==> src/rtl/maze_pkg.sv <==
// maze_pkg: shared constants for the maze game-logic slice.
//   - direction bit positions in the move_req pulse vector
//   - movement engine state encoding
//   - default map geometry / start / goal, shared with vga_controller and
//     the map ROM instance so all three agree on one maze
package maze_pkg;

    // move_req bit positions
    localparam int DIR_UP    = 0;
    localparam int DIR_DOWN  = 1;
    localparam int DIR_LEFT  = 2;
    localparam int DIR_RIGHT = 3;

    // engine state encoding
    localparam logic [2:0] ST_IDLE_ENC  = 3'd0;
    localparam logic [2:0] ST_WAIT_ENC  = 3'd1;
    localparam logic [2:0] ST_CHECK_ENC = 3'd2;
    localparam logic [2:0] ST_DEAD_ENC  = 3'd3;
    localparam logic [2:0] ST_DONE_ENC  = 3'd4;

    typedef enum logic [2:0] {
        ST_IDLE  = ST_IDLE_ENC,
        ST_WAIT  = ST_WAIT_ENC,
        ST_CHECK = ST_CHECK_ENC,
        ST_DEAD  = ST_DEAD_ENC,
        ST_DONE  = ST_DONE_ENC
    } state_e;

    // default maze geometry
    localparam int MAZE_MAP_W   = 30;
    localparam int MAZE_MAP_H   = 21;
    localparam int MAZE_POS_W   = 8;
    localparam int MAZE_START_X = 0;
    localparam int MAZE_START_Y = 20;
    localparam int MAZE_GOAL_X  = 29;
    localparam int MAZE_GOAL_Y  = 0;

endpackage

==> src/rtl/maze_move_arbiter.sv <==
// maze_move_arbiter: combinational direction select and target computation.
// Ports:
//   move_req  [3:0]      direction pulses (up, down, left, right)
//   pos_x/y   [POS_W]    current player position
//   req_valid            any direction requested
//   tgt_x/y   [POS_W]    target cell of the winning direction
//   in_bounds            target lies inside the map (no wrap)
module maze_move_arbiter
    import maze_pkg::*;
#(
    parameter int MAP_W = MAZE_MAP_W,
    parameter int MAP_H = MAZE_MAP_H,
    parameter int POS_W = MAZE_POS_W
) (
    input  logic [3:0]       move_req,
    input  logic [POS_W-1:0] pos_x,
    input  logic [POS_W-1:0] pos_y,
    output logic             req_valid,
    output logic [POS_W-1:0] tgt_x,
    output logic [POS_W-1:0] tgt_y,
    output logic             in_bounds
);

    localparam logic [POS_W-1:0] X_MAX = POS_W'(MAP_W - 1);
    localparam logic [POS_W-1:0] Y_MAX = POS_W'(MAP_H - 1);

    // Fixed priority up > down > left > right.
    always_comb begin
        req_valid = |move_req;
        tgt_x     = pos_x;
        tgt_y     = pos_y;
        in_bounds = 1'b0;
        if (move_req[DIR_UP]) begin
            tgt_y     = pos_y - POS_W'(1);
            in_bounds = (pos_y != '0);
        end else if (move_req[DIR_DOWN]) begin
            tgt_y     = pos_y + POS_W'(1);
            in_bounds = (pos_y != Y_MAX);
        end else if (move_req[DIR_LEFT]) begin
            tgt_x     = pos_x - POS_W'(1);
            in_bounds = (pos_x != '0);
        end else if (move_req[DIR_RIGHT]) begin
            tgt_x     = pos_x + POS_W'(1);
            in_bounds = (pos_x != X_MAX);
        end
    end

endmodule

==> src/rtl/maze_move_engine.sv <==
// maze_move_engine: player movement, collision and win engine.
// A direction pulse in IDLE latches the target, points the map ROM at the
// target row, waits ROM_LATENCY cycles, then commits, rejects or kills.
// Ports:
//   clk, reset      clock, async active-high reset
//   move_req [3:0]  direction pulses, ignored unless IDLE
//   restart         sync pulse back to the start state, top priority
//   map_addr        ROM row address;  map_data  ROM row (1 = wall)
//   player_x/y      current position
//   lost, won       sticky end-of-game flags
//   busy            move under evaluation
//   move_count      committed moves (only built with MAZE_MOVE_COUNT_EN,
//                   saturating at 16'hFFFF; tied to 0 otherwise)
module maze_move_engine
    import maze_pkg::*;
#(
    parameter int MAP_W       = MAZE_MAP_W,
    parameter int MAP_H       = MAZE_MAP_H,
    parameter int POS_W       = MAZE_POS_W,
    parameter int START_X     = MAZE_START_X,
    parameter int START_Y     = MAZE_START_Y,
    parameter int GOAL_X      = MAZE_GOAL_X,
    parameter int GOAL_Y      = MAZE_GOAL_Y,
    parameter int ROM_LATENCY = 1,
    parameter int WALL_LETHAL = 1
) (
    input  logic                     clk,
    input  logic                     reset,
    input  logic [3:0]               move_req,
    input  logic                     restart,
    output logic [$clog2(MAP_H)-1:0] map_addr,
    input  logic [MAP_W-1:0]         map_data,
    output logic [POS_W-1:0]         player_x,
    output logic [POS_W-1:0]         player_y,
    output logic                     lost,
    output logic                     won,
    output logic                     busy,
    output logic [15:0]              move_count
);

    localparam int AW  = $clog2(MAP_H);
    localparam int XW  = (MAP_W > 1) ? $clog2(MAP_W) : 1;
    localparam int WCW = (ROM_LATENCY > 1) ? $clog2(ROM_LATENCY) : 1;

    localparam logic [POS_W-1:0] SX = POS_W'(START_X);
    localparam logic [POS_W-1:0] SY = POS_W'(START_Y);
    localparam logic [POS_W-1:0] GX = POS_W'(GOAL_X);
    localparam logic [POS_W-1:0] GY = POS_W'(GOAL_Y);
    localparam logic [WCW-1:0]   WAIT_LAST = WCW'(ROM_LATENCY - 1);

    state_e           state_q, state_d;
    logic [POS_W-1:0] px_q, px_d, py_q, py_d;
    logic [POS_W-1:0] tx_q, tx_d, ty_q, ty_d;
    logic [AW-1:0]    addr_q, addr_d;
    logic [WCW-1:0]   wait_q, wait_d;
    logic             lost_q, lost_d, won_q, won_d, busy_q, busy_d;
`ifdef MAZE_MOVE_COUNT_EN
    logic [15:0]      cnt_q, cnt_d;
`endif

    logic             req_valid, in_bounds;
    logic [POS_W-1:0] arb_x, arb_y;
    logic             wall_hit;

    maze_move_arbiter #(
        .MAP_W (MAP_W),
        .MAP_H (MAP_H),
        .POS_W (POS_W)
    ) u_arb (
        .move_req  (move_req),
        .pos_x     (px_q),
        .pos_y     (py_q),
        .req_valid (req_valid),
        .tgt_x     (arb_x),
        .tgt_y     (arb_y),
        .in_bounds (in_bounds)
    );

    // tx_q is always in range, so the narrowed index never exceeds MAP_W-1.
    assign wall_hit = map_data[XW'(tx_q)];

    always_comb begin
        state_d = state_q;
        px_d    = px_q;
        py_d    = py_q;
        tx_d    = tx_q;
        ty_d    = ty_q;
        addr_d  = addr_q;
        wait_d  = wait_q;
        lost_d  = lost_q;
        won_d   = won_q;
        busy_d  = busy_q;
`ifdef MAZE_MOVE_COUNT_EN
        cnt_d   = cnt_q;
`endif
        if (restart) begin
            // Discards any in-flight move.
            state_d = ST_IDLE;
            px_d    = SX;
            py_d    = SY;
            tx_d    = SX;
            ty_d    = SY;
            addr_d  = AW'(START_Y);
            wait_d  = '0;
            lost_d  = 1'b0;
            won_d   = 1'b0;
            busy_d  = 1'b0;
`ifdef MAZE_MOVE_COUNT_EN
            cnt_d   = '0;
`endif
        end else begin
            case (state_q)
                ST_IDLE: begin
                    // Out-of-bounds requests are dropped without going busy.
                    if (req_valid && in_bounds) begin
                        tx_d    = arb_x;
                        ty_d    = arb_y;
                        addr_d  = AW'(arb_y);
                        wait_d  = '0;
                        busy_d  = 1'b1;
                        state_d = ST_WAIT;
                    end
                end
                ST_WAIT: begin
                    if (wait_q == WAIT_LAST) state_d = ST_CHECK;
                    else                     wait_d  = wait_q + WCW'(1);
                end
                ST_CHECK: begin
                    busy_d = 1'b0;
                    if (!wall_hit) begin
                        px_d = tx_q;
                        py_d = ty_q;
`ifdef MAZE_MOVE_COUNT_EN
                        if (cnt_q != 16'hFFFF) cnt_d = cnt_q + 16'd1;
`endif
                        if (tx_q == GX && ty_q == GY) begin
                            won_d   = 1'b1;
                            state_d = ST_DONE;
                        end else begin
                            state_d = ST_IDLE;
                        end
                    end else if (WALL_LETHAL != 0) begin
                        lost_d  = 1'b1;
                        state_d = ST_DEAD;
                    end else begin
                        state_d = ST_IDLE;
                    end
                end
                default: ; // DEAD / DONE hold until restart or reset
            endcase
        end
    end

    always_ff @(posedge clk or posedge reset) begin
        if (reset) begin
            state_q <= ST_IDLE;
            px_q    <= SX;
            py_q    <= SY;
            tx_q    <= SX;
            ty_q    <= SY;
            addr_q  <= AW'(START_Y);
            wait_q  <= '0;
            lost_q  <= 1'b0;
            won_q   <= 1'b0;
            busy_q  <= 1'b0;
`ifdef MAZE_MOVE_COUNT_EN
            cnt_q   <= '0;
`endif
        end else begin
            state_q <= state_d;
            px_q    <= px_d;
            py_q    <= py_d;
            tx_q    <= tx_d;
            ty_q    <= ty_d;
            addr_q  <= addr_d;
            wait_q  <= wait_d;
            lost_q  <= lost_d;
            won_q   <= won_d;
            busy_q  <= busy_d;
`ifdef MAZE_MOVE_COUNT_EN
            cnt_q   <= cnt_d;
`endif
        end
    end

    assign map_addr = addr_q;
    assign player_x = px_q;
    assign player_y = py_q;
    assign lost     = lost_q;
    assign won      = won_q;
    assign busy     = busy_q;
`ifdef MAZE_MOVE_COUNT_EN
    assign move_count = cnt_q;
`else
    assign move_count = 16'd0;
`endif

endmodule

==> config.mk <==
export PLATFORM = sky130hd
export DESIGN_NAME = maze_move_engine
export DESIGN_NICKNAME = d
export VERILOG_FILES = /design/src/rtl/maze_pkg.sv /design/src/rtl/maze_move_arbiter.sv /design/src/rtl/maze_move_engine.sv
export SDC_FILE = /design/constraint.sdc
export NUM_CORES = 1
export LEC_CHECK = 0
export ABC_AREA = 1
export BUFFER_PORTS_ARGS = -buffer_cell sky130_fd_sc_hd__buf_4
export CELL_PAD_IN_SITES_DETAIL_PLACEMENT = 0
export CELL_PAD_IN_SITES_GLOBAL_PLACEMENT = 2
export CORE_ASPECT_RATIO = 0.5
export CORE_MARGIN = 3
export CORE_UTILIZATION = 29
export CTS_CLUSTER_DIAMETER = 100
export DETAILED_ROUTE_END_ITERATION = 8
export PLACE_DENSITY_LB_ADDON = 0.1
export SETUP_SLACK_MARGIN = 0.1
export SLEW_MARGIN = 40
export SYNTH_ARGS = -nofsm -noshare
export SYNTH_HDL_FRONTEND = slang
export SYNTH_HIERARCHICAL = 1
export SYNTH_SLANG_ARGS = --single-unit
==> constraint.sdc <==
create_clock -name clk -period 2.1 [get_ports clk]
set_clock_uncertainty 0.1 [all_clocks]
set_input_delay 0.105 -clock clk [delete_from_list [all_inputs] [get_ports clk]]
set_output_delay 0.105 -clock clk [all_outputs]
set_load 0.01 [all_outputs]
**Yosys cells after proc, flatten, opt, wreduce, memory -nomap -nowiden**

Cells that the tools add are included.
Widths: inputs -> output; s select.

- Bits of input ports: 37
- Register bits after elaboration: 44
- Word-level logic and storage cells: 93
- Output and inout bits: 40

- Equality and inequality tests: 8
- Mux-type cells: 47
- Reductions and logical operators: 22
- $add $sub $neg: 5
- Order comparisons: 1

Operators by type and width:

| cell | count |
|---|---|
| $mux 8 | 18 |
| $mux 1 | 17 |
| $add 8x1->8 const B | 2 |
| $ne 8x5->1 const B | 2 |
| $reduce_bool 8->1 | 2 |
| $sub 8x1->8 const B | 2 |
| $mux 3 | 5 |
| $mux 5 | 3 |
| $reduce_and 2->1 | 5 |
| $reduce_bool 2->1 | 5 |
| $pmux 3 s3 | 1 |
| $eq 8x5->1 const B | 1 |
| $logic_not 8->1 | 1 |
| $lt 5x6->1 const B | 1 |
| $ne 3x3->1 const B | 2 |
| $reduce_and 3->1 | 2 |
| $reduce_bool 3->1 | 2 |
| $bmux 1 s5 | 1 |
| $pmux 1 s2 | 2 |
| $reduce_bool 4->1 | 1 |
| $reduce_or 4->1 | 1 |
| $eq 3x1->1 const B | 1 |
| $eq 3x2->1 const B | 1 |
| $logic_not 3->1 | 1 |
| other kinds (3) | 4 |

**Longest topological paths before layout**

- Depth after elaboration: 9
- Mapped depth: 15
- Gate-level depth less buffers: 14

**By module**

The synthesis kept the hierarchy.

By module, submodules not included:

| module | instances | cells an instance | area each (µm²) |
|---|---|---|---|
| maze_move_engine | 1 | 288 | 2177.1 |
| maze_move_arbiter | 1 | 156 | 848.3 |

**Worst setup path after synthesis**

OpenSTA, ideal clock, no wires.

- Path type: register -> register
- From: register px_q[1] (netlist: player_x[1])
- To: register ty_q[5]
- Period minus slack after synthesis: 1.940 ns
- Cell stages (with the launch flop): 15
- Arrival: 1.758 ns
- Slack: 0.160 ns
- Cells stage by stage: dfrtp_1 inv_1 ha_1 nand2_1 nor2_1 nand2_1 nand2_1 nand3_1 nand2_1 nand2_1 nand4_1 nor2_1 buf_2 nand2_1 o21ai_0

- Cells in the longest elaborated chain, start to end: 8
- Elaborated cells between the ends (all ways): 9

RTL lines:

| what | RTL line | RTL |
|---|---|---|
| start: declaration | maze_move_engine.sv:52 | `logic [POS_W-1:0] px_q, px_d, py_q, py_d;` |
| start signal: assignment | maze_move_engine.sv:171 | `px_q <= px_d;` |
| $ne 8x5->1 | maze_move_arbiter.sv:44 | `in_bounds = (pos_x != X_MAX);` |
| $mux 1 | maze_move_arbiter.sv:42 | `end else if (move_req[DIR_RIGHT]) begin` |
| $mux 1 (*) | maze_move_arbiter.sv:39 | `end else if (move_req[DIR_LEFT]) begin` |
| $mux 1 (*) | maze_move_arbiter.sv:36 | `end else if (move_req[DIR_DOWN]) begin` |
| $mux 1 (*) | maze_move_arbiter.sv:33 | `if (move_req[DIR_UP]) begin` |
| via in_bounds | maze_move_engine.sv:61 | `logic req_valid, in_bounds;` |
| $logic_and 1x1->1 (*) | maze_move_engine.sv:115 | `if (req_valid && in_bounds) begin` |
| $reduce_bool 2->1 (no line) (*) | -- |  |
| $reduce_and 2->1 (no line) (*) | -- |  |
| end signal: assignment | maze_move_engine.sv:174 | `ty_q <= ty_d;` |
| end: declaration | maze_move_engine.sv:53 | `logic [POS_W-1:0] tx_q, tx_d, ty_q, ty_d;` |

The timed path passes the listed nets; every way through them passes the cells marked *.
A chain may end at the register's enable or synchronous reset.

**Worst setup path after layout**

- From: register px_q[0] (netlist: player_x[0])
- To: register ty_q[2]

The elaborated chain is that of the path after synthesis.

==> flow_summary.ini <==
[outcome]
run_status = complete, no violations

[routing]
detail_route.wirelength_microns = 9500
number_of_iterations_in_the_first_detailed_routing_pass = 4
wire_per_inst_microns = 14.5
vias = 2947
ant_nets = 0
post_drt_via_cell_ratio = 4.50
drcViolationCount = 0
drc_marker_count_from_the_first_detailed_route_iteration = 172

[power]
power.density_nw_per_um2 = 671
ir_drop_mv = 0.398
power.leakage_uw = 0.00213

[setup_path]
ff2ff_setup_slack_ns = 0.17
r2r-start = player_x[0]
type_of_destination_of_the_critical_path = flop
critical_path_fanouts_max = 6
worst-endpoint-required_ns = 2.21
critical_path_arrival_ns = 2.04
critical_path_class = flop to flop
critical_path.reg2reg.endpoint = ty_q[2]
critPathLaunchType = flop
r2r_cells = 11

[synth]
synth_async_sr_flop_share = 1.00
synth-seq-cells = 38
syn-mean-instance-area_sq_um = 6.81
synth_enable_flop_cells = 0
mappedNetlistArea_sq_um = 3030
ys.warnings.count = 6
synthesis.instances = 444
yosysUniqueCellTypes = 41
dominantRegCellSynth = dfrtp_1
sequential_element_share_of_the_synthesized_area = 0.316

[placed_design]
port_buffers = 60
place_hpwl_microns = 7200
worst_setup_slack_before_clock_tree_synthesis_ns = 0.00172
gp_congestion = 0.790

[layout]
area.growth.synth_to_final_pct = 30.7
diodes = 0
layout-drive-gt1-share = 0.285
nFillCells = 1074
combined_area_of_the_multi_input_logic_cells_sq_um = 1710
num-nets-final = 563
final_cell_mix = nand2_1 (138), buf_4 (76), nand3_1 (65), inv_1 (49), dfrtp_1 (33)
area.sequential_sq_um = 957
final_common_cell = nand2_1

[clock_tree]
tritoncts_num_sinks = 38
root_buffer = clkbuf_16
ctsHtreeMaxLevel = 2
tritoncts_clock_tree = done
cts.clk_slew.worst_paths_ns = 0.06
clock_latency_ns = 0.28
cts_buffers = 5
cts_max_path_buffers = 2

[sta]
min_period_over_period = 0.917
unrepaired_setup_endpoints_after_global_routing = yes
timing_worst_slew_pin_value_ns = 0.517
final_max_slew_viol_count = 0
finalCriticalPeriod_ns = 1.93
fmax_mhz = 519
setup-violations-final = 0
hold_ws_ns = 0.159
post-route-worst-setup-slack_ns = 0.173
timing.max_slew.rel_slack = 0.655
timing_hold_violations_final = 0

[flow_run]
max_cap_violations = 0

[floorplan]
floorplan.die.width_microns = 150
core_area_sq_um = 9790
dieArea_sq_um = 11800
row_count = 25
chipHeight_microns = 78.2
design.portCount = 77
starting_utilization_of_the_core_area = 0.309

[global_routing]
number_of_global_route_vias_before_repair = 2859
antenna_found_initial = 0
grt.total_usage = 0.165
grt_first_pass_wirelength_microns = 15400
total_overflow_reported_by_the_global_router = 0
grt_start_max_net_pins = 39

[hold_path]
worst_hold_startpoint = move_req[0]
whs_endpoint = ty_q[1]
hold_class = input port to flop
min_delay_path_depth = 4
## worst max-delay path: stages (launching register included)
cell,delay [ns]
dfrtp_1,0.44
inv_2,0.10
ha_1,0.16
nand2_1,0.05
o21ai_1,0.16
nand3_2,0.09
nand2_2,0.08
nand2_2,0.06
nand4_1,0.15
nand2_2,0.14
buf_6,0.16
o22a_1,0.18
## cell type report
class	instances	area share
Clock buffer	7	0.0361
Clock inverter	1	0.00127
Inverter	60	0.0614
Multi-Input combinational cell	327	0.433
Sequential cell	38	0.242
Tap cell	135	0.0427
Timing Repair Buffer	87	0.184
## routing by layer
metal / wire length (microns) / part of all wire / track usage
met2: 4080 / 0.43 / 0.259
met1: 4790 / 0.50 / 0.235
met3: 579 / 0.061 / 0.0375
met4: 46 / 0.0048 / 0.0292
met5: 0 / 0 / 0
## sequential cells by signal (all words and copies together) (netlist names)
name / count
busy: 1
lost: 1
player_x: 8
player_y: 8
state_q: 3
tx_q: 8
ty_q: 8
won: 1
## cell families (layout without fill, tap and decap cells)
kind of cell	Yosys count	after routing	share of synthesized area
AND/OR/NAND/NOR	263	264	0.404
AO/OA/AOI/OAI	35	35	0.0658
other	1	16	0.00124
buffers and inverters	95	155	0.167
flip-flops	38	38	0.316
XOR/XNOR	5	5	0.0170
adder cells (fa/ha/maj)	7	7	0.0289
## stage by stage
step	power [uW]	instances	utilization	cell area [sq um]	TNS [ns]
2_1_floorplan	1480	459	-	3080	0
3_3_place_gp	1790	640	0.371	3630	-0.0411
3_5_place_dp	1790	640	0.371	3630	0
4_1_cts	2570	650	0.388	3800	0
5_1_grt	2840	655	0.404	3960	0
6_report	2650	655	0.404	3960	0
## worst max path at each step
stage                          to         from  slack [ns]
after global placement    tx_q[1]  player_x[1]       -0.04
after global routing      ty_q[2]  player_x[1]        0.02
after CTS                 ty_q[4]  player_y[0]        0.09
final                     ty_q[2]  player_x[0]        0.17
after detailed placement  tx_q[1]  player_y[0]       0.002
after floorplan           ty_q[5]  player_x[1]        0.16
## where the power goes
part | total, uW | internal, uW | switching [uW]
registers | 893 | 823 | 69.8
clock network | 764 | 471 | 293
logic | 997 | 398 | 599
## what timing repair did
action | in CTS | in global routing
pin swaps | 0 | 6
hold buffers | 2 | 0
hold endpoints to repair | 35 | 0
gates resized for setup | 2 | 41
setup endpoints to repair | 6 | 31
setup buffers | 0 | 4
cloned | 0 | 1
## Yosys cell counts (2+ instances only)
library cell	number	area [sq um]
a21oi_1	6	30.0
a22o_1	2	17.5
buf_2	4	20.0
buf_4	22	165
buf_6	6	67.6
clkbuf_1	2	7.51
dfrtp_1	34	851
dfstp_2	4	105
ha_1	7	87.6
inv_1	53	199
inv_2	4	15.0
inv_6	2	17.5
nand2_1	142	533
nand2_2	4	25.0
nand2_4	3	33.8
nand3_1	67	335
nand3_2	3	30.0
nand4_1	6	37.5
nor2_1	25	93.8
nor2_2	2	12.5
nor2_4	2	22.5
nor2_8	2	40.0
nor3_1	2	10.0
nor3_2	2	20.0
o21ai_0	20	100
xor2_1	3	26.3
No activity file was read; power rests on OpenSTA's default activity.
